==> src/rtl/bp_pkg.sv <==
// Shared branch-prediction types and helpers for the fetch front end.
//   RESET_PC_DEFAULT : default architectural fetch PC after reset
//   pc_t             : 32-bit program counter type
//   PC_STEP          : sequential fetch increment in bytes
//   pc_plus4         : sequential next PC, wraps modulo 2^32
package bp_pkg;

    localparam int unsigned PC_W = 32;

    typedef logic [PC_W-1:0] pc_t;

    localparam pc_t RESET_PC_DEFAULT = 32'hBFC0_0000;
    localparam pc_t PC_STEP          = 32'd4;

    // Sequential successor; the 32-bit add wraps naturally.
    function automatic pc_t pc_plus4(input pc_t pc);
        return pc + PC_STEP;
    endfunction

endpackage

==> src/rtl/pred_queue.sv <==
// In-order circular FIFO holding outstanding fetch predictions.
//   CLK, RESET  : clock, async active-low reset
//   push / data : enqueue push_data at the tail (ignored when full)
//   pop         : dequeue the head entry (ignored when empty)
//   clear       : drop every entry; has priority over push and pop
//   head_data   : oldest queued prediction
//   full/empty  : occupancy flags
//   count       : current occupancy
module pred_queue
    import bp_pkg::*;
#(
    parameter  int unsigned DEPTH = 4,
    localparam int unsigned IDX_W = (DEPTH > 1) ? $clog2(DEPTH) : 1,
    localparam int unsigned CNT_W = $clog2(DEPTH + 1)
) (
    input  logic             CLK,
    input  logic             RESET,
    input  logic             push,
    input  pc_t              push_data,
    input  logic             pop,
    input  logic             clear,
    output pc_t              head_data,
    output logic             full,
    output logic             empty,
    output logic [CNT_W-1:0] count
);

    pc_t              mem [DEPTH];
    logic [IDX_W-1:0] head;
    logic [IDX_W-1:0] tail;
    logic             do_push;
    logic             do_pop;

    assign full      = (count == CNT_W'(DEPTH));
    assign empty     = (count == CNT_W'(0));
    assign head_data = mem[head];

    always_comb begin
        do_push = push && !full && !clear;
        do_pop  = pop && !empty && !clear;
    end

    // Pointers wrap for free because DEPTH is a power of two.
    always_ff @(posedge CLK or negedge RESET) begin
        if (!RESET) begin
            head  <= '0;
            tail  <= '0;
            count <= '0;
        end else if (clear) begin
            head  <= '0;
            tail  <= '0;
            count <= '0;
        end else begin
            if (do_push) tail <= tail + IDX_W'(1);
            if (do_pop)  head <= head + IDX_W'(1);
            if (do_push && !do_pop)      count <= count + CNT_W'(1);
            else if (!do_push && do_pop) count <= count - CNT_W'(1);
        end
    end

    // Storage needs no reset; entries are only read when count says valid.
    always_ff @(posedge CLK) begin
        if (do_push) mem[tail] <= push_data;
    end

endmodule

==> src/rtl/fetch_pc_gen.sv <==
// Fetch-stage PC generator fed by the return address stack.
//   CLK, RESET      : clock, async active-low reset
//   STALL           : freezes fetch; resolves still proceed
//   RAS_hit/alt_PC  : RAS predicted target for the instruction at PC_IF
//   Resolve_valid/  : EX resolves the oldest in-flight instruction with its
//   Resolve_target    actual next PC
//   PC_IF           : current fetch PC
//   Fetch_valid     : fetch permitted (queue not full), combinational
//   Queue_full      : prediction queue full, combinational
//   Flush           : one-cycle pulse after a detected mispredict
//   Pred_count      : saturating count of RAS-directed fetches
//   Mispred_count   : saturating count of mispredictions
module fetch_pc_gen
    import bp_pkg::*;
#(
    parameter pc_t         RESET_PC = RESET_PC_DEFAULT,
    parameter int unsigned QDEPTH   = 4,
    parameter int unsigned CNT_W    = 32
) (
    input  logic             CLK,
    input  logic             RESET,
    input  logic             STALL,
    input  logic             RAS_hit,
    input  logic [31:0]      RAS_alt_PC,
    input  logic             Resolve_valid,
    input  logic [31:0]      Resolve_target,
    output logic [31:0]      PC_IF,
    output logic             Fetch_valid,
    output logic             Queue_full,
    output logic             Flush,
    output logic [CNT_W-1:0] Pred_count,
    output logic [CNT_W-1:0] Mispred_count
);

    localparam int unsigned QCNT_W = $clog2(QDEPTH + 1);

    pc_t               head_pc;
    pc_t               pred_pc;
    logic              q_full;
    logic              q_empty;
    logic [QCNT_W-1:0] q_count;
    logic              fetch_ev;
    logic              resolve_ev;
    logic              mispred;
    logic              q_push;
    logic              q_pop;

    assign Queue_full  = q_full;
    assign Fetch_valid = !q_full;

    // Event decode; a mispredict wins over any same-cycle fetch or pop.
    always_comb begin
        pred_pc    = RAS_hit ? RAS_alt_PC : pc_plus4(PC_IF);
        fetch_ev   = Fetch_valid && !STALL;
        resolve_ev = Resolve_valid && (q_count != QCNT_W'(0));
        mispred    = resolve_ev && (head_pc != Resolve_target);
        q_push     = fetch_ev && !mispred;
        q_pop      = resolve_ev && !mispred;
    end

    pred_queue #(
        .DEPTH (QDEPTH)
    ) u_queue (
        .CLK       (CLK),
        .RESET     (RESET),
        .push      (q_push),
        .push_data (pred_pc),
        .pop       (q_pop),
        .clear     (mispred),
        .head_data (head_pc),
        .full      (q_full),
        .empty     (q_empty),
        .count     (q_count)
    );

    // Occupancy flags from the queue must stay coherent with its count.
    assert property (@(posedge CLK) disable iff (!RESET)
        q_empty == (q_count == QCNT_W'(0)));

    // Fetch PC: redirect on mispredict (even when stalled), else advance on fetch.
    always_ff @(posedge CLK or negedge RESET) begin
        if (!RESET) begin
            PC_IF <= RESET_PC;
        end else if (mispred) begin
            PC_IF <= Resolve_target;
        end else if (fetch_ev) begin
            PC_IF <= pred_pc;
        end
    end

    // Flush and saturating statistics.
    always_ff @(posedge CLK or negedge RESET) begin
        if (!RESET) begin
            Flush         <= 1'b0;
            Pred_count    <= '0;
            Mispred_count <= '0;
        end else begin
            Flush <= mispred;
            if (q_push && RAS_hit && (Pred_count != {CNT_W{1'b1}})) begin
                Pred_count <= Pred_count + CNT_W'(1);
            end
            if (mispred && (Mispred_count != {CNT_W{1'b1}})) begin
                Mispred_count <= Mispred_count + CNT_W'(1);
            end
        end
    end

endmodule

==> config.mk <==
export PLATFORM = sky130hd
export DESIGN_NAME = fetch_pc_gen
export DESIGN_NICKNAME = d
export VERILOG_FILES = /design/src/rtl/bp_pkg.sv /design/src/rtl/pred_queue.sv /design/src/rtl/fetch_pc_gen.sv
export SDC_FILE = /design/constraint.sdc
export NUM_CORES = 1
export LEC_CHECK = 0
export ABC_AREA = 1
export BUFFER_PORTS_ARGS = -buffer_cell sky130_fd_sc_hd__buf_2
export CORE_MARGIN = 2
export CORE_UTILIZATION = 35
export DETAILED_ROUTE_END_ITERATION = 8
export SKIP_CTS_REPAIR_TIMING = 1
export SLEW_MARGIN = 20
export SYNTH_ARGS = -nofsm -noshare
export SYNTH_HDL_FRONTEND = slang
export SYNTH_SLANG_ARGS = --single-unit
export TNS_END_PERCENT = 5
==> constraint.sdc <==
create_clock -name CLK -period 4 [get_ports CLK]
set_input_delay 0.6 -clock CLK [delete_from_list [all_inputs] [get_ports CLK]]
set_output_delay 0.6 -clock CLK [all_outputs]
set_load 0.01 [all_outputs]
==> qor.txt, run 1 <==
Worst R2R Setup Slack -> 0.56 ns
Worst Tran Pin Value -> 0.884 ns
mux cell area share after synthesis -> 0%
drt initial violations -> 881
clock share of power -> 26.7%
post-synthesis register bit count -> 232
f_max -> 291 MHz
final hold violation count -> 0
met3 wire length -> 2690 µm
Die ar. -> 37100 µm²
status -> completed
CTS sink cnt -> 232
routed wl met2 -> 17300 µm
pwr/cell area -> 632 nW/µm²
final hold slack -> 0.0158 ns
combinational power share -> 34.6%
placement row count -> 69
Via density -> 5.06
Slowest-stage cell, CP -> fa_1
initial antenna violation count -> 2
max-cap violations -> 0
Sum Neg Setup Slack -> 0 ns
most common cell after layout, fill and taps aside -> nand2_1
largest family of logic cells by synthesized area -> simple AND/OR/NAND/NOR gates
Tcrit/Tclk final -> 85.9%
EDFF count, synth -> 128
Gate Count Post-Synth -> 1530
largest net degree at the start of global routing -> 69
slowest stage delay, CP -> 0.39 ns
Min Clock Period, post-route -> 3.44 ns
crit path DAT -> 3.87 ns
Synth Net Count -> 1607
boundary pin count -> 168
height of the die -> 193 µm
register area share after synthesis -> 51.9%
compound-cell area share of the yosys netlist -> 1.87%
Hold Path Class -> in -> async
RSZ-0062 raised after global routing -> no
Top delay family on crit path -> simple AND/OR/NAND/NOR gates
Slew HR -> 40.5%
starting density of the core -> 35.3%
Crit Path Class -> reg -> reg
ys flop type -> edfxtp_1
Max FO, Critical Path -> 19
XOR/XNOR Fraction of Synth Area -> 5.07%
reg-to-reg startpoint -> u_queue.head[1]
Die Wd -> 193 µm
GR Overflow Total -> 0
total CTS buffers -> 26
Fill cells -> 3530
internal power -> 0.00567 W
top sig layer -> met5
Tot GR Track Use -> 20.3%
average size of a mapped cell -> 8.14 µm²
ant diodes -> 0
clk buf depth -> 3
Synth Area in Adders -> 0.864%
vias in the first global route -> 10.6k
Most Frequent Cell on Critical Path -> nand2_1
via count -> 11.0k
Clock Skew -> 0.0114 ns
CP endpoint kind -> register
First-pass DRT Iterations -> 5
dpl hpwl -> 26500 µm
core area -> 35300 µm²
share of post-route cells with drive strength above 1 -> 14.8%
buffers plus inverters on the worst setup path -> 3
Max VDD drop -> 328 µV
final-stage net count -> 1769
asr flop ratio synth -> 44.8%
M1 WL -> 16500 µm
synth warn -> 0
post-route ant nets -> 0
Synth Area in Simple Gates -> 34.5%
clk root buf -> clkbuf_16
Yosys cell types -> 37
Mapped Area -> 12400 µm²
first-pass GRT wire length -> 58400 µm
CP Data Required Time -> 4.43 ns
standby leakage power -> 6.70 nW
highest-count cells in the layout ignoring fill and taps -> 643 x nand2_1, 174 x nand3_1, 166 x buf_2, 128 x edfxtp_1, 108 x inv_1
Worst Reg-to-Reg Cells -> 20
CP Cell Sequence -> inv_2, buf_4, nand3_1, nand2_1, nand2_1, nand2_1, nand3_1, nor2_1, nand2_1, nor2_1, nand3_1, nand2_1, nor2_1, fa_1, xnor2_1, inv_1, nand2_1, nand2_1, nand2_1, nand2_1
Net Switching -> 0.00363 W
gpl congestion -> 0.950
Final Max Slew Viols -> 0
Clk Latency, worst-skew pair -> 0.54 ns
wire length per cell -> 17.4 µm
clock transition at the registers of the reported paths -> 0.06 ns
DRC violations left -> 0
Reg2Reg Capture Point -> u_queue.count[2]
Flop pwr share -> 38.7%
final setup violation count -> 0
Final Routed Wirelength -> 37700 µm
IO buf count -> 167
switching share of power -> 39.1%
CTS tree -> built
H-tree depth -> 1
area grow syn2layout -> 18.3%
CP startpoint kind -> register
## state kept, by name, summed over array words and instances (netlist names)
| name | flops |
|---|---|
| Flush | 1 |
| Mispred_count | 32 |
| PC_IF | 32 |
| Pred_count | 32 |
| u_queue.count | 3 |
| u_queue.head | 2 |
| u_queue.mem | 128 |
| u_queue.tail | 2 |
## how the worst max path moves through the flow
stage,from,endpoint,slack (ns),cells after the start
2_1_floorplan,u_queue.head[0],u_queue.mem[0][0],0.59,15
3_3_place_gp,u_queue.head[1],u_queue.count[2],0.62,20
3_5_place_dp,u_queue.head[1],u_queue.count[2],0.59,20
4_1_cts,u_queue.head[1],u_queue.count[2],0.60,20
5_1_grt,u_queue.head[0],Mispred_count[16],0.18,15
6_report,u_queue.head[1],u_queue.count[2],0.56,20
## synthesized netlist by cell type, types with 7 or more instances
cell type	n	area, µm²
nand3_1	174	871
nand4_1	26	163
dfstp_2	9	236
nor4_1	17	106
xnor2_1	22	193
o21ai_1	13	65.1
edfxtp_1	128	3840
nor2_1	81	304
nor3_1	42	210
dfrtp_1	95	2380
xor2_1	50	438
buf_2	23	115
inv_1	108	405
ha_1	7	87.6
clkbuf_1	12	45.0
nand3b_1	15	113
buf_4	10	75.1
nand2_1	643	2410
o21ai_0	21	105
## logic make-up after synthesis
group / after synthesis
AND/OR/NAND/NOR: 1009
buffers and inverters: 165
flip-flops: 232
AO/OA/AOI/OAI: 44
adder cells (fa/ha/maj): 8
XOR/XNOR: 72
## layout make-up
type	instances	area, µm²	area share [%]
Sequential cell	232	6460	43.9
Tap cell	461	577	3.92
Multi-Input combinational cell	1133	5290	35.9
Clock buffer	32	703	4.77
Inverter	114	428	2.91
Timing Repair Buffer	185	1080	7.34
Clock inverter	16	190	1.29
## power groups by stage
stage	Clock [W]	Combinational (W)	Sequential (W)
after global routing	0.00263	0.00364	0.00365
after global placement	0	0.00317	0.00363
final	0.00248	0.00322	0.00360
after detailed placement	0	0.00323	0.00363
after floorplan	0	0.00208	0.00360
after CTS	0.00254	0.00324	0.00359
## metal layers
metal  vias to the layer above  GRT usage (%)
li1                       5319              -
met1                      5173           27.8
met2                       416           33.3
met3                        75           2.86
met4                         4           6.40
met5                         -              0
## stage by stage
| stage | instances | util, % | total power, W | instance area [µm²] | setup WS [ns] |
|---|---|---|---|---|---|
| floorplan | 1530 | - | 0.00568 | 12400 | 0.590 |
| finish | 2173 | 41.7 | 0.00930 | 14700 | 0.565 |
| global placement | 2124 | 39.1 | 0.00680 | 13800 | 0.621 |
| global route | 2173 | 41.7 | 0.00992 | 14700 | 0.183 |
| CTS | 2172 | 41.6 | 0.00937 | 14700 | 0.601 |
| detailed placement | 2124 | 39.1 | 0.00687 | 13800 | 0.592 |
(Power assumes the default switching activity.)
==> run 2: changes to the inputs <==
- ABC_CLOCK_PERIOD_IN_PS: not set -> 4000
- CORE_UTILIZATION: 35 -> 40
==> run 2 against run 1 <==
  * Utilization is 6.0 points higher
  * Highest routed layer unchanged
  * Worst setup slack worse by 0.046 ns
  * Final cell count is 2.8% lower
  * Worst hold slack better by 0.066 ns
==> qor.txt, run 2 (synthesis results as in run 1) <==
f_max -> 287 MHz
CTS tree -> built
highest-count cells in the layout ignoring fill and taps -> 643 x nand2_1, 174 x nand3_1, 166 x buf_2, 128 x edfxtp_1, 108 x inv_1
via count -> 10.9k
standby leakage power -> 6.67 nW
Tcrit/Tclk final -> 87.0%
pre-CTS setup slack -> 0.572 ns
starting density of the core -> 40.7%
final-stage net count -> 1772
Worst Tran Pin Value -> 0.766 ns
CP startpoint kind -> register
Final Max Slew Viols -> 0
buffers plus inverters on the worst setup path -> 2
Reg with most FFs -> u_queue.mem
Crit Path Class -> reg -> reg
placement row count -> 64
Most Frequent Cell on Critical Path -> nand2_1
slowest stage delay, CP -> 0.57 ns
H-tree depth -> 1
area grow syn2layout -> 17.1%
Top delay family on crit path -> simple AND/OR/NAND/NOR gates
wire length per cell -> 17.6 µm
Max VDD drop -> 348 µV
Via density -> 5.16
GR Overflow Total -> 0
drt initial violations -> 846
boundary pin count -> 168
clk buf depth -> 3
post-route ant nets -> 0
initial antenna violation count -> 2
most common cell after layout, fill and taps aside -> nand2_1
total CTS buffers -> 27
height of the die -> 180 µm
vias in the first global route -> 10.6k
Final Worst Setup Slack -> 0.519 ns
status -> completed
clk root buf -> clkbuf_16
reg-to-reg startpoint -> u_queue.head[0]
final hold slack -> 0.0815 ns
Slew HR -> 48.4%
RSZ-0062 raised after global routing -> no
share of post-route cells with drive strength above 1 -> 14.6%
gpl congestion -> 0.901
IO buf count -> 167
Clk Latency, worst-skew pair -> 0.53 ns
Final Routed Wirelength -> 37100 µm
Min Clock Period, post-route -> 3.48 ns
CP Launch Point -> u_queue.head[0]
max reg flops -> 128
Die ar. -> 32500 µm²
Die Wd -> 180 µm
max-cap violations -> 0
pwr/cell area -> 631 nW/µm²
CP endpoint kind -> register
final hold violation count -> 0
DRC violations left -> 0
final setup violation count -> 0
Clock Skew -> 0.0127 ns
Hold Path Class -> in -> async
clock transition at the registers of the reported paths -> 0.06 ns
dpl hpwl -> 25800 µm
CP Cell Sequence -> buf_4, nand2_1, nand3_1, nand3_1, nand2_1, nand2_1, nor2_1, nand2_1, nor2_1, nand3_1, nand2_1, nor2_1, fa_1, xnor2_1, inv_1, nand2_1, nand2_1, nand2_1, nand2_1
CP Data Required Time -> 4.43 ns
Tot GR Track Use -> 22.5%
largest net degree at the start of global routing -> 74
Sum Neg Setup Slack -> 0 ns
core area -> 30600 µm²
first-pass GRT wire length -> 58600 µm
crit path DAT -> 3.91 ns
First-pass DRT Iterations -> 5
CTS sink cnt -> 232
Max FO, Critical Path -> 65
Slowest-stage cell, CP -> buf_4
## run 2: layer usage
| layer | up-vias | global-route usage [%] | part of all wire [%] |
|---|---|---|---|
| met5 | - | 0 | 0.035 |
| met4 | 2 | 6.00 | 2.5 |
| met3 | 63 | 3.74 | 7.6 |
| met2 | 396 | 37.8 | 47 |
| met1 | 5106 | 30.3 | 43 |
| li1 | 5330 | - | - |
## run 2: path summary, 6_finish.rpt
path | slack [ns] | cells after the start | endpoint
setup / recovery | 0.52 | 19 | u_queue.count[2]
hold / removal | 0.08 | 1 | Pred_count[13]
setup reg to reg | 0.52 | 19 | u_queue.count[2]
hold reg to reg | 0.51 | 2 | PC_IF[1]
max in group asynchronous | 3.07 | 2 | PC_IF[27]
min in group CLK | 0.32 | 3 | PC_IF[31]
## run 2: per-stage QoR
| stage | power (W) | instance area [µm²] | cells | utilization, % |
|---|---|---|---|---|
| 2_1_floorplan | 0.00568 | 12400 | 1530 | - |
| 3_3_place_gp | 0.00676 | 13700 | 2062 | 44.8 |
| 3_5_place_dp | 0.00684 | 13700 | 2062 | 44.8 |
| 4_1_cts | 0.00926 | 14600 | 2111 | 47.6 |
| 5_1_grt | 0.00981 | 14600 | 2111 | 47.7 |
| 6_report | 0.00920 | 14600 | 2112 | 47.7 |
## run 2: layout make-up
| cell class | instances | area [µm²] |
|---|---|---|
| Fill cell | 3052 | 16000 |
| Sequential cell | 232 | 6460 |
| Multi-Input combinational cell | 1133 | 5290 |
| Timing Repair Buffer | 187 | 1040 |
| Clock buffer | 39 | 771 |
| Tap cell | 396 | 495 |
| Inverter | 114 | 428 |
| Clock inverter | 10 | 93.8 |
| Antenna cell | 1 | 2.50 |
## run 2: power by group
part           leakage, nW  internal (W)  switching [W]  total, W
combinational         3.72       0.00101        0.00217   0.00319
clock                0.425       0.00145       0.000953   0.00240
sequential            2.53       0.00314       0.000470   0.00361
==> run 3: changes to the inputs <==
- BUFFER_PORTS_ARGS: -buffer_cell sky130_fd_sc_hd__buf_2 -> not set
- DONT_BUFFER_PORTS: not set -> 1
==> run 3 against run 2 <==
  * Routed wire length fell by 1.9%
  * First-iteration DRC count fell by 9.2%
  * Global-route usage fell by 0.43 points
  * Largest power group unchanged
  * Die area did not move
  * Clock skew fell by 0.00068 ns
  * Critical path depth did not move
  * Sequential power rose by 4%
  * Via count fell by 5.4%
  * Sequential share of layout area rose by 2.5 points
  * Clock-buffer cell count fell by 12
  * The flow now finishes with violations (negative hold slack)
  * Total power fell by 0.44%
  * Worst setup slack improved by 0.083 ns
==> qor.txt, run 3 (synthesis results as in run 1) <==
status -> complete, but fails checks
violated checks -> negative hold slack
First-pass DRT Iterations -> 5
area grow syn2layout -> 11.0%
gpl congestion -> 0.908
Final Routed Wirelength -> 36400 µm
GRT met1 Usage -> 28.1%
total CTS buffers -> 27
wire length per cell -> 18.8 µm
first-pass GRT wire length -> 56800 µm
Hold Path Class -> in -> async
final hold slack -> -0.0263 ns
internal power -> 0.00559 W
crit path DAT -> 3.83 ns
Slew HR -> 38.7%
Worst Setup EP -> u_queue.count[2]
final-stage net count -> 1601
dpl hpwl -> 25100 µm
drt initial violations -> 768
Fill cells -> 3015
largest net degree at the start of global routing -> 105
grt met2 use -> 37.2%
final setup violation count -> 0
Worst Reg-to-Reg Cells -> 19
clk root buf -> clkbuf_16
CP Data Required Time -> 4.43 ns
Tcrit/Tclk final -> 85.0%
boundary pin count -> 168
CP Launch Point -> u_queue.head[0]
Die Wd -> 180 µm
max-cap violations -> 0
H-tree depth -> 1
clock transition at the registers of the reported paths -> 0.06 ns
footprint of the multi-input gates -> 5290 µm²
post-layout util -> 45.2%
Via density -> 5.31
clock share of power -> 28.7%
Max VDD drop -> 341 µV
f_max -> 294 MHz
Top Usage Layer GRT -> met2
final hold violation count -> 20
pwr/cell area -> 663 nW/µm²
DRC violations left -> 0
core area -> 30600 µm²
Worst R2R Setup Slack -> 0.60 ns
Max FO, Critical Path -> 65
IO buf count -> 0
Min Clock Period, post-route -> 3.40 ns
clk buf depth -> 3
Reg2Reg Capture Point -> u_queue.count[2]
GR Overflow Total -> 0
reg-to-reg startpoint -> u_queue.head[0]
vias in the first global route -> 10.1k
share of post-route cells with drive strength above 1 -> 5.76%
Crit Path Class -> reg -> reg
CTS sink cnt -> 232
max reg flops -> 128
Net Switching -> 0.00357 W
via count -> 10.3k
CTS tree -> built
Sum Neg Setup Slack -> 0 ns
Final Worst Setup Slack -> 0.602 ns
combinational power share -> 30.3%
placement row count -> 64
most common cell after layout, fill and taps aside -> nand2_1
global routing usage on met3 -> 5.94%
switching share of power -> 39.0%
Reg with most FFs -> u_queue.mem
Final Max Slew Viols -> 0
Tot GR Track Use -> 22.1%
initial antenna violation count -> 3
CP endpoint kind -> register
Worst Tran Pin Value -> 0.910 ns
Die ar. -> 32500 µm²
Clk Latency, worst-skew pair -> 0.55 ns
RSZ-0062 raised after global routing -> no
pre-CTS setup slack -> 0.634 ns
post-route ant nets -> 0
height of the die -> 180 µm
standby leakage power -> 5.94 nW
highest-count cells in the layout ignoring fill and taps -> 643 x nand2_1, 174 x nand3_1, 128 x edfxtp_1, 108 x inv_1, 94 x dfrtp_1
CP startpoint kind -> register
Clock Skew -> 0.0121 ns
Reg area -> 6460 µm²
Flop pwr share -> 41.0%
starting density of the core -> 40.7%
-- run 3: final cells by class --
class / instances / share of cell area [%]
Sequential cell: 232 / 46.8
Multi-Input combinational cell: 1133 / 38.3
Clock buffer: 27 / 4.89
Tap cell: 396 / 3.59
Inverter: 114 / 3.10
Clock inverter: 22 / 1.96
Timing Repair Buffer: 16 / 1.38
Antenna cell: 2 / 0.0362
-- run 3: per-stage QoR --
step | instance area (µm²) | power [W] | instances
after floorplan | 12400 | 0.00568 | 1530
after global routing | 13800 | 0.00975 | 1941
after CTS | 13800 | 0.00920 | 1939
final | 13800 | 0.00916 | 1942
after detailed placement | 12800 | 0.00656 | 1890
after global placement | 12800 | 0.00648 | 1890
-- run 3: how the worst min path moves through the flow --
stage                     slack (ns)   from  depth (start not counted)             end
after floorplan                 0.30  RESET                          0           Flush
after global placement          0.31  RESET                          0  Pred_count[13]
after detailed placement        0.31  RESET                          0  Pred_count[13]
after CTS                      -0.28  RESET                          0  Pred_count[20]
after global routing            0.02  RESET                          1  Pred_count[22]
final                          -0.03  RESET                          1  Pred_count[22]
-- run 3: power by group through the flow --
| stage | logic [W] | registers, W | clock network, W |
|---|---|---|---|
| floorplan | 0.00208 | 0.00360 | 0 |
| global placement | 0.00267 | 0.00381 | 0 |
| detailed placement | 0.00274 | 0.00381 | 0 |
| CTS | 0.00275 | 0.00377 | 0.00268 |
| global route | 0.00315 | 0.00383 | 0.00277 |
| finish | 0.00277 | 0.00376 | 0.00263 |
-- run 3: critical path, cell delays in order (launching register included) --
cell and delay [ns]:
dfrtp_2 0.36, buf_4 0.55, nand2_1 0.14, nand3_1 0.14
nand3_1 0.10, nand2_1 0.11, nand2_1 0.09, nor2_1 0.11
nand2_1 0.05, nor2_1 0.20, nand3_1 0.22, nand2_1 0.21
nor2_1 0.08, fa_1 0.38, xnor2_1 0.20, inv_1 0.06
nand2_1 0.06, nand2_1 0.06, nand2_1 0.06, nand2_1 0.05
-- run 3: per-layer routing --
layer	vias up	wire length [µm]
li1	4990	-
met1	4896	14900
met2	359	17100
met3	68	3350
met4	0	1010
met5	-	0
